--- src/rtl/fetch_sequencer.sv ---
// fetch_sequencer: instruction fetch/decode/execute control FSM with timeout fault
module fetch_sequencer #(
  parameter int unsigned TIMEOUT = 255
) (
  input  logic        clk,
  input  logic        reset,
  input  logic        run,
  input  logic [15:0] pc_in,
  output logic        pc_inc,
  output logic        pc_load,
  output logic [15:0] pc_d,
  output logic        mem_req,
  output logic [15:0] mem_addr,
  input  logic        mem_ack,
  input  logic [15:0] mem_data,
  output logic [15:0] ir,
  output logic        ir_valid,
  input  logic        exec_done,
  input  logic        jump_req,
  input  logic [15:0] jump_target,
  input  logic        halt_req,
  input  logic        fault_clr,
  output logic        fault,
  output logic [2:0]  state
);
  typedef enum logic [2:0] {IDLE = 3'd0, FETCH = 3'd1, DECODE = 3'd2, EXEC = 3'd3, HALT = 3'd4, FAULT = 3'd5} state_t;
  state_t cur, nxt;
  logic [7:0] timer;
  logic expired;
  assign expired = timer == 8'(TIMEOUT - 1);
  always_ff @(posedge clk or negedge reset) begin
    if (!reset) begin
      cur   <= IDLE;
      timer <= '0;
      ir    <= '0;
    end else begin
      cur   <= nxt;
      timer <= (nxt != cur) ? '0 : (cur == FETCH || cur == EXEC) ? timer + 8'd1 : '0;
      if (cur == FETCH && mem_ack) ir <= mem_data;
    end
  end
  // an ack or done arriving in the last allowed cycle beats the timeout
  always_comb begin
    nxt = cur;
    case (cur)
      IDLE:    nxt = run ? FETCH : IDLE;
      FETCH:   nxt = mem_ack ? DECODE : expired ? FAULT : FETCH;
      DECODE:  nxt = EXEC;
      EXEC:    nxt = exec_done ? (halt_req ? HALT : FETCH) : expired ? FAULT : EXEC;
      HALT:    nxt = run ? HALT : IDLE;
      FAULT:   nxt = fault_clr ? IDLE : FAULT;
      default: nxt = IDLE;
    endcase
  end
  assign mem_req  = cur == FETCH;
  assign mem_addr = mem_req ? pc_in : '0;
  assign pc_inc   = mem_req && mem_ack;
  assign pc_load  = cur == EXEC && exec_done && !halt_req && jump_req;
  assign pc_d     = pc_load ? jump_target : '0;
  assign ir_valid = cur == DECODE;
  assign fault    = cur == FAULT;
  assign state    = cur;
endmodule
--- config.mk ---
export PLATFORM = sky130hd
export DESIGN_NAME = fetch_sequencer
export DESIGN_NICKNAME = d
export VERILOG_FILES = /design/src/rtl/fetch_sequencer.sv
export SDC_FILE = /design/constraint.sdc
export NUM_CORES = 1
export LEC_CHECK = 0
export BUFFER_PORTS_ARGS = -buffer_cell sky130_fd_sc_hd__buf_2
export CORE_AREA = 2 2 63 65
export CTS_CLUSTER_SIZE = 8
export DETAILED_ROUTE_END_ITERATION = 8
export DIE_AREA = 0 0 65 67
export GPL_TIMING_DRIVEN = 1
export PLACE_DENSITY = 0.87
export SETUP_SLACK_MARGIN = 0.3
export SLEW_MARGIN = 10
export SYNTH_ARGS = -nofsm -noshare
export SYNTH_HDL_FRONTEND = slang
export SYNTH_SLANG_ARGS = --single-unit
--- constraint.sdc ---
create_clock -name clk -period 4.8 [get_ports clk]
set_input_delay 0.96 -clock clk [delete_from_list [all_inputs] [get_ports clk]]
set_output_delay 0.96 -clock clk [all_outputs]
set_load 0.02 [all_outputs]
### Word-level counts from Yosys, hierarchy flattened

Cells that the tools add are included.

| storage, ports and cells | value |
|---|---|
| output and inout bits | 56 |
| register bits | 27 |
| word-level logic and storage cells | 31 |

| cells by class | value |
|---|---|
| add/sub/neg operators | 1 |
| muxes and demuxes | 13 |
| equality and inequality tests | 7 |
| reduce and logical (&&, ||, !) cells | 7 |

Operators with widths:

| kind | count |
|---|---|
| 16-bit two-way mux | 2 |
| 3-bit two-way mux | 7 |
| 3-bit one-hot mux with 6 select lines | 1 |
| 8-bit two-way mux | 2 |
| 8-bit by 1-bit adder with 8-bit output, second input constant | 1 |
| 8-bit == test, second input constant | 1 |
| 3-bit by 2-bit == test with 1-bit output, second input constant | 2 |
| 3-bit == test, second input constant | 2 |
| 1-bit logical AND | 4 |
| 3-bit by 1-bit == test with 1-bit output, second input constant | 1 |
| 3-bit zero test | 1 |
| 3-bit inequality test | 1 |
| 1-bit zero test | 1 |
| 1-bit logical OR | 1 |
| 1-bit two-way mux | 1 |

### Depth between registers and ports, before layout

| depth | value |
|---|---|
| depth in word-level cells | 6 |
| depth in mapped cells | 5 |

### Least setup slack after synthesis

OpenSTA, ideal clock, no wires.

| path | value |
|---|---|
| path type | input port to output port |
| start | input jump_req |
| end | output pc_d[10] |
| buffers on the path | 1 |
| cell stages on the path | 4 |
| arrival time | 1,850 ps |
| slack | 1,990 ps |
| cell sequence | inv_1 > nor4_4 > buf_2 > and2_1 |

| between the ends | value |
|---|---|
| word-level cells in the longest chain between the ends | 2 |

RTL lines:

| item | line | RTL |
|---|---|---|
| start, declared | 19 | `input logic jump_req,` |
| 1-bit logical AND | 58 | `assign pc_load = cur == EXEC && exec_done && !halt_req && jump_req;` |
| named net pc_load | 10 | `output logic pc_load,` |
| 16-bit two-way mux | 59 | `assign pc_d = pc_load ? jump_target : '0;` |
| end, declared | 11 | `output logic [15:0] pc_d,` |

The timed path passes the listed nets, and every way through them passes these cells.

### Final worst setup path

| path | value |
|---|---|
| start | input halt_req |
| end | output pc_d[1] |

| between the ends | value |
|---|---|
| word-level cells in the longest chain between the ends | 4 |

RTL lines:

| item | line | RTL |
|---|---|---|
| start, declared | 21 | `input logic halt_req,` |
| 1-bit zero test | 58 |  |
| 1-bit logical AND (2 in series) | 58 |  |
| 16-bit two-way mux | 59 |  |

Every way passes these cells.

==> run_results.csv <==
group,metric,value,unit
status,status,"finished clean",
clocking,cts_inserted_buffers,3,
timing,fin_crit_sh,62.6,%
synth,synth.top_cell.area_share,44.9,%
placed_design,routabilityCongestion,0.740,
grt,gr-total-overflow,0,
final_layout,diodes,0,
grt,antenna_found_initial,0,
timing,worst-slew-pin-transition,0.768,ns
placed_design,dp_slack,1.78,ns
placed_design,placed_cell_area,0.00207,sq mm
final_layout,stdcell_area,0.00212,sq mm
routing,wirelength,4060,microns
routing,routedWlPerCell,13.7,microns
synth,synth_cells,138,
die,rows,22,
synth,synthArstFlopShare,100,%
clocking,cts-hold-fix-buffers,0,
synth,synth-seq-cells,27,
final_layout,drive_gt1_share,55.1,%
routing,vias,1360,
timing,finClkSkew,0.00601,ns
clocking,post_cts_resized,0,
power_and_ir_drop,power,1.14,mW
timing,slew_headroom,48.6,%
final_layout,nets,306,
die,die_y,67,microns
timing,fin_setup_tns,0,ns
routing,first_pass_iters,4,
routing,drc,0,
clocking,clkTransAtPathRegs,0.10,ns
clocking,root_buffer,"clkbuf_8",
timing,grt_setup_unrepaired,"no",
placed_design,dpl.hpwl,3290,microns
synth,synth_most_common_cell,"and2_1",
synth,synth.distinct_cells,36,
timing,final.hold.worst_slack,0.500,ns
grt,grt_use_total,19.3,%
die,start_util,41.7,%
critical_path,cp_max_fo,17,
routing,avgViaCountPerCell,4.61,
die,design.die.area,0.00436,sq mm
grt,grt_pass1_wl,6430,microns
die,num_io_pins,112,
routing,dr_wl_met3,69,microns
routing,top_layer,"met4",
timing,period_needed,3.00,ns
routing,ant_nets,0,
clocking,clk_latency,0.28,ns
clocking,numClockSinks,27,
synth,synth_fp_nets,196,
clocking,cts_tree,"done",
timing,slew_violations,0,
critical_path,critPathCaptureType,"output port",
routing,wl_met1,1670,microns
final_layout,fill_cells,323,
timing,fmax,333,MHz
clocking,cts_buffer_depth,2,
run,maxCapViolCount,0,
power_and_ir_drop,power_density,540,mW/mm^2
synth,ys_seq_area_share,44.9,%
die,fp.dieW,65,microns
synth,synth_ff_type,"dfrtp_1",
synth,avgSynthCellArea,10.9,sq um
clocking,cts_max_level,1,
worst_hold_path,hold_class,"register to register",
routing,drt_iter0_markers,28,
grt,first_global_vias,1320,
clocking,postCtsSetupBuffers,0,
critical_path,startpoint_type,"primary input",
final_layout,syn_to_final_growth,40.9,%
synth,yosys.area.top_type,"dfrtp_1",
power_and_ir_drop,static-leakage-power,1.12,nW
grt,grt_max_degree,28,
synth,yosys-top-cells-count,"and2_1 (33), dfrtp_1 (27), mux2_2 (15)",
critical_path,required,3.84,ns
critical_path,worst-setup-path-type,"primary input to output port",
placed_design,port_buffers,111,
timing,setup_viol,0,
critical_path,crit_arrival,2.04,ns
synth,synth_edf_count,0,
synth,synthTopCellsByArea,"dfrtp_1 (45%), and2_1 (14%), mux2_2 (11%)",
routing,wl_met2,2280,microns
synth,synth_area,0.00151,sq mm
timing,final-hold-violation-count,0,
power_and_ir_drop,irDropWorstVdd,350,uV
die,core,0.00361,sq mm
synth,yosys_warnings,0,
timing,layout_setup_ws,1.80,ns
## layout make-up
| type | count | area, sq um | share of cell area [%] |
|---|---|---|---|
| repair buffers | 111 | 556 | 26.2 |
| multi-input cells | 102 | 769 | 36.3 |
| clock buffers | 3 | 41.3 | 1.95 |
| inverters | 3 | 11.3 | 0.531 |
| well taps | 48 | 60.1 | 2.83 |
| clock inverters | 1 | 7.51 | 0.354 |
| flip-flops and latches | 27 | 676 | 31.9 |
## final timing paths
kind                                from  endpoint  slack (ns)  depth (start not counted)
worst max-delay path            halt_req   pc_d[1]        1.80                          4
worst min-delay path              ir[14]    ir[14]        0.50                          1
worst max register to register  state[1]     ir[6]        3.07                          3
worst min register to register    ir[14]    ir[14]        0.50                          1
max in group asynchronous          reset  state[0]        3.74                          1
min in group asynchronous          reset     ir[5]        0.66                          1
## cells in the final DEF, fill, tap and decap left out, types with 3 or more instances in the layout
cell type	instances
and2_1	33
buf_2	111
clkbuf_8	3
dfrtp_1	27
inv_1	3
mux2_2	15
nand3_1	4
nor2_1	5
nor3_1	5
o21ai_0	3
or2b_1	3
## report_power, final
| part | total (mW) | internal (mW) | switching [mW] |
|---|---|---|---|
| combinational | 0.622 | 0.254 | 0.367 |
| clock | 0.136 | 0.0591 | 0.0772 |
| sequential | 0.387 | 0.314 | 0.0725 |
| total | 1.14 | 0.627 | 0.517 |
## worst max-delay path, stage by stage
cell and delay [ns]:
buf_2 0.12, nor4_4 0.57, and2_1 0.23, buf_2 0.17
## metal layers
layer / global-route usage [%] / vias to the layer above
met5: 0 / -
met4: 6.65 / 0
met3: 2.03 / 4
met2: 32.6 / 20
met1: 25.8 / 642
li1: - / 694
## flip-flops by register name (all words and copies together) (netlist names)
signal	flops
state	3
timer	8
ir	16
## per-stage QoR
stage / utilization [%] / instances
after floorplan: - / 138
after global placement: 57.5 / 291
after detailed placement: 57.5 / 291
after CTS: 58.8 / 295
after global routing: 58.8 / 295
final: 58.8 / 295
## logic make-up (layout without fill, tap and decap cells)
| kind of cell | Yosys count | in the layout | share of synthesized area [%] |
|---|---|---|---|
| buffers and inverters | 9 | 118 | 3.99 |
| adders and majority gates | 2 | 2 | 1.66 |
| and+or+nand+nor | 67 | 67 | 28.7 |
| muxes | 16 | 16 | 12.0 |
| DFF | 27 | 27 | 44.9 |
| xor gates and xnor gates | 3 | 3 | 1.75 |
| AOI/OAI and AO/OA | 14 | 14 | 7.07 |
Power figures use the tool's default switching activity.
